===== src/rtl/servo_pkg.sv =====
// Shared defaults and state encoding for the servo slew limiter.
package servo_pkg;

  localparam int POS_W      = 10;
  localparam int POS_MIN    = 0;
  localparam int POS_MAX    = 1000;
  localparam int POS_CENTER = 500;

  typedef enum logic [1:0] {
    ST_INIT,
    ST_TRACK,
    ST_FAULT
  } slew_state_t;

endpackage


===== src/rtl/tick_watchdog.sv =====
// Counts ticks while enabled and flags expiry after TIMEOUT_TICKS ticks without a kick.
module tick_watchdog #(
  parameter int TIMEOUT_TICKS = 250
) (
  input  logic clk,
  input  logic rst,
  input  logic tick,
  input  logic kick,
  input  logic enable,
  output logic expired
);

  localparam int CNT_W = $clog2(TIMEOUT_TICKS + 1);

  logic [CNT_W-1:0] count;

  assign expired = (count == CNT_W'(TIMEOUT_TICKS));

  // The count holds at the limit, so expired stays high until the next kick.
  always_ff @(posedge clk or negedge rst) begin
    if (!rst) begin
      count <= '0;
    end else if (kick) begin
      count <= '0;
    end else if (enable && tick && !expired) begin
      count <= count + 1'b1;
    end
  end

endmodule


===== src/rtl/servo_slew_limiter.sv =====
// Rate-limits servo position toward a clamped target, with a tick watchdog that
// drops into failsafe (centre) when targets stop arriving.
module servo_slew_limiter #(
  parameter int POS_W         = servo_pkg::POS_W,
  parameter int POS_MIN       = servo_pkg::POS_MIN,
  parameter int POS_MAX       = servo_pkg::POS_MAX,
  parameter int POS_CENTER    = servo_pkg::POS_CENTER,
  parameter int MAX_STEP      = 4,
  parameter int TIMEOUT_TICKS = 250
) (
  input  logic             clk,
  input  logic             rst,
  input  logic             tick_1khz,
  input  logic             target_valid,
  input  logic [POS_W-1:0] target,
  output logic [POS_W-1:0] pos,
  output logic             pos_stb,
  output logic             settled,
  output logic             fault
);

  import servo_pkg::*;

  slew_state_t      state, state_next;
  logic [POS_W-1:0] tgt, tgt_next;
  logic [POS_W-1:0] pos_next;
  logic             pos_move;
  logic             expired;
  logic signed [POS_W:0] diff;

  localparam logic signed [POS_W:0] STEP_S = (POS_W+1)'(MAX_STEP);
  localparam logic [POS_W-1:0]      STEP_U = POS_W'(MAX_STEP);

  function automatic logic [POS_W-1:0] clamp_pos(input logic [POS_W-1:0] t);
    if (int'(t) < POS_MIN) return POS_W'(POS_MIN);
    if (int'(t) > POS_MAX) return POS_W'(POS_MAX);
    return t;
  endfunction

  tick_watchdog #(
    .TIMEOUT_TICKS(TIMEOUT_TICKS)
  ) u_watchdog (
    .clk    (clk),
    .rst    (rst),
    .tick   (tick_1khz),
    .kick   (target_valid),
    .enable (state == ST_TRACK),
    .expired(expired)
  );

  // One extra bit keeps the signed difference from wrapping at the range ends.
  assign diff = $signed({1'b0, tgt}) - $signed({1'b0, pos});

  always_comb begin
    pos_next = pos;
    pos_move = 1'b0;
    if (tick_1khz && (diff != '0)) begin
      pos_move = 1'b1;
      if (diff > STEP_S)       pos_next = pos + STEP_U;
      else if (diff < -STEP_S) pos_next = pos - STEP_U;
      else                     pos_next = tgt;
    end
  end

  always_comb begin
    state_next = state;
    tgt_next   = tgt;
    if (target_valid) begin
      state_next = ST_TRACK;
      tgt_next   = clamp_pos(target);
    end else if ((state == ST_TRACK) && expired) begin
      state_next = ST_FAULT;
      tgt_next   = POS_W'(POS_CENTER);
    end
  end

  always_ff @(posedge clk or negedge rst) begin
    if (!rst) begin
      state   <= ST_INIT;
      tgt     <= POS_W'(POS_CENTER);
      pos     <= POS_W'(POS_CENTER);
      pos_stb <= 1'b0;
      settled <= 1'b1;
    end else begin
      state   <= state_next;
      tgt     <= tgt_next;
      pos     <= pos_next;
      pos_stb <= pos_move;
      settled <= (pos == tgt);
    end
  end

  assign fault = (state == ST_FAULT);

endmodule

===== config.mk =====
export PLATFORM = sky130hd
export DESIGN_NAME = servo_slew_limiter
export DESIGN_NICKNAME = d
export VERILOG_FILES = /design/src/rtl/servo_pkg.sv /design/src/rtl/tick_watchdog.sv /design/src/rtl/servo_slew_limiter.sv
export SDC_FILE = /design/constraint.sdc
export NUM_CORES = 1
export LEC_CHECK = 0
export ABC_AREA = 1
export BUFFER_PORTS_ARGS = -buffer_cell sky130_fd_sc_hd__buf_2
export CORE_MARGIN = 2
export CORE_UTILIZATION = 50
export CTS_BUF_LIST = sky130_fd_sc_hd__clkbuf_4 sky130_fd_sc_hd__clkbuf_8
export DETAILED_ROUTE_END_ITERATION = 10
export PLACE_DENSITY = 0.81
export SYNTH_ARGS = -nofsm -noshare
export SYNTH_HDL_FRONTEND = slang
export SYNTH_SLANG_ARGS = --single-unit

===== constraint.sdc =====
create_clock -name clk -period 3 [get_ports clk]
set_input_delay 0.3 -clock clk [delete_from_list [all_inputs] [get_ports clk]]
set_output_delay 0.3 -clock clk [all_outputs]
set_load 0.01 [all_outputs]

==> flow_metrics.py <==
metrics = {
    "run_status": {
        "status": "finished clean",
    },
    "route": {
        "ant_nets": 0,
        "drc": 0,
        "drtIter0Drc": 169,
        "routedWlPerCell_um": 13.4,
        "via_per_inst": 5.25,
        "wirelength_mm": 6.36,
        "dr.pass1.iters": 5,
        "vias": 2494,
    },
    "worst_hold_path": {
        "hold_path_class": "in2async",
    },
    "floorplanning": {
        "rows": 26,
        "core_region_area_um2": 5200,
        "fp.dieH_um": 78.1,
        "die_x_um": 78.1,
        "io_pins": 27,
        "dieArea_um2": 6100,
        "floorplan.initialDensity": 0.527,
    },
    "layout": {
        "nNetsFinal": 433,
        "n_antenna_cell": 0,
        "drive_gt1_frac": 0.235,
        "final_area_um2": 3020,
        "syn2layout_area_growth_pct": 10.2,
    },
    "global_routing": {
        "grt_pass1_wl_mm": 11.0,
        "gr-total-overflow": 0,
        "grt_start_max_net_pins": 33,
        "antenna_found_initial": 0,
        "grt_pass1_vias": 2403,
        "grtUsageTotal": 0.227,
    },
    "setup_path": {
        "cpPeakStageDelay_ns": 0.63,
        "endpoint_kind": "register",
        "worstPathCellList": "inv_1, ha_1, nand2_1, nand2_1, a21oi_1, nand2_1, nand2_1, nand2_1, nor2_1, nand3_2, nor2_2, nor2_2, buf_4, nand2_1, inv_1, a21oi_1",
        "startpoint_type": "register",
        "worst-path-max-fanout": 11,
        "worstSetupPathType": "reg2reg",
        "cp.arrival_ns": 2.97,
        "required_ns": 3.21,
        "cpMostUsedCell": "nand2_1",
        "slowest_stage": "dfstp_2",
    },
    "placement": {
        "gp_congestion": 0.954,
        "dpl-instance-area_um2": 2940,
        "numPortBuffers": 26,
        "dpl_worst_slack_ns": 0.326,
        "dp_hpwl_mm": 5.13,
    },
    "timing": {
        "slew_headroom": 0.531,
        "worst_slew_pin_slew_ns": 0.704,
        "slew_violations": 0,
        "hold_viol": 0,
        "finalSetupViolCount": 0,
        "skew_ns": 0.00461,
        "period_minus_slack_ns": 2.76,
        "fin_crit_sh": 0.919,
        "fin_tns_setup_ns": 0,
        "hold_ws_ns": 0.0633,
        "rsz0062_at_grt": "false",
        "fin_ws_ns": 0.242,
        "fmax_mhz": 363,
    },
    "yosys": {
        "synth_area_leaders": "dfrtp_1 (17%), dfstp_2 (12%), nand2_1 (11%), inv_1 (7.9%), nand3_1 (7.7%)",
        "synth_largest_area_cell": "dfrtp_1",
        "ys_types": 37,
        "synth-compound-area-share": 0.0793,
        "syn_area_um2": 2740,
        "synthAdderAreaFrac": 0.0711,
        "yosys-top-cells-count": "nand2_1 (83), inv_1 (58), nand3_1 (42)",
        "ys_ff_latch": 32,
        "synth_top_family_by_area": "simple AND/OR/NAND/NOR gates",
        "yosys_warnings": 0,
        "synth_top_cell_area_share": 0.173,
        "synth-simple-area-share": 0.409,
        "syn_inst": 374,
        "synth_edf_count": 0,
        "synthArstFlopShare": 1.00,
        "synthXorXnorAreaFrac": 0.0415,
        "yosys_most_used_dff": "dfrtp_1",
        "syn_nets": 403,
        "synth.area.mux_share": 0,
        "yosysMostFrequentCell": "nand2_1",
        "synth_area_per_cell_um2": 7.34,
        "yosysSeqAreaShare": 0.298,
    },
    "clock_tree": {
        "cts.sinks": 32,
        "cts_root_buf": "clkbuf_8",
        "clkTransAtPathRegs_ns": 0.07,
        "htree_levels": 2,
        "clock_latency_ns": 0.28,
        "cts_buffers": 5,
        "cts_tree": "yes",
        "post-cts-setup-buffers": 0,
        "cts_resized": 0,
        "cts_hold_buffers": 0,
        "clk_path_buf_depth": 2,
    },
    "power": {
        "p_leak_uw": 0.00155,
        "ir_drop_mv": 0.469,
        "power_density_nw_per_um2": 1000,
        "finalPower_uw": 3030,
    },
    "flow_run": {
        "cap_violations": 0,
    },
}
[worst max-delay path: cells and delay by family, from the launching register on]
kind	cells	cell delay [ns]
simple gates	10	0.99
flops	1	0.63
fa+ha+maj	1	0.39
compound gates	2	0.38
buf+inv	3	0.29
[final cells by class]
cell class | count | area [µm²]
tap | 70 | 87.6
fill | 499 | 2180
clock inverter | 1 | 5.00
inverter | 62 | 238
clock buffer | 7 | 83.8
multi-input combinational | 275 | 1650
timing repair buffer | 28 | 145
sequential | 32 | 817
[path summary, 6_finish.rpt]
kind / start / to / slack [ns] / cells past startpoint
max in group asynchronous: rst / tgt[1]$_DFFE_PN0P_ / 2.48 / 1
setup reg to reg: pos[4]$_DFFE_PN1P_ / pos[6]$_DFFE_PN1P_ / 0.24 / 16
setup / recovery: pos[4]$_DFFE_PN1P_ / pos[6]$_DFFE_PN1P_ / 0.24 / 16
hold reg to reg: tgt[0]$_DFFE_PN0P_ / pos[0]$_DFFE_PN0P_ / 0.48 / 2
hold / removal: rst / u_watchdog.count[6]$_DFFE_PN0P_ / 0.06 / 1
min in group clk: target[5] / tgt[5]$_DFFE_PN1P_ / 0.24 / 3
[stage by stage]
| step | instances | util |
|---|---|---|
| after floorplan | 374 | - |
| after global placement | 467 | 0.564 |
| after detailed placement | 467 | 0.564 |
| after CTS | 475 | 0.581 |
| after global routing | 475 | 0.581 |
| final | 475 | 0.581 |
[logic make-up (layout without fill, tap and decap cells)]
family | Yosys count | after routing
xor gates and xnor gates | 13 | 13
AOI/OAI and AO/OA | 35 | 35
buffers and inverters | 67 | 98
adders and majority gates | 15 | 15
DFF | 32 | 32
and+or+nand+nor | 212 | 212
[report_power, final]
| group | internal (µW) | leakage (µW) | switching (µW) |
|---|---|---|---|
| combinational | 711 | 0.00112 | 1320 |
| sequential | 552 | 0.000379 | 113 |
| clock | 181 | 0.0000491 | 153 |
[layout by cell type (no fill, tap or decap), types with 2 or more instances in the layout]
| master | instances |
|---|---|
| nor2_4 | 3 |
| nand4_1 | 4 |
| nand3_1 | 42 |
| nand3_2 | 7 |
| dfstp_2 | 13 |
| ha_1 | 14 |
| clkinv_1 | 2 |
| a22oi_1 | 3 |
| a21oi_1 | 15 |
| nor4_1 | 3 |
| nand3_4 | 4 |
| nor3_1 | 9 |
| buf_4 | 2 |
| nand2_1 | 83 |
| o21ai_0 | 8 |
| xor2_1 | 13 |
| nor2_2 | 8 |
| o31ai_1 | 2 |
| a21oi_2 | 2 |
| nand2_4 | 4 |
| nor2_1 | 30 |
| clkbuf_4 | 2 |
| dfrtp_1 | 19 |
| buf_2 | 26 |
| inv_1 | 58 |
| nand2_2 | 11 |
| clkbuf_8 | 5 |
[routing by layer]
metal	vias up	track usage	wire (µm)
met5	-	0	0
met4	0	0.0737	116
met3	12	0.0253	270
met2	71	0.388	3020
met1	1147	0.302	2950
li1	1264	-	-
[flip-flops by register name (all words and copies together), names as in the netlist]
register,count
pos_stb,1
settled,1
u_watchdog.count,8
pos,10
state,2
tgt,10
Power figures use the tool's default switching activity.
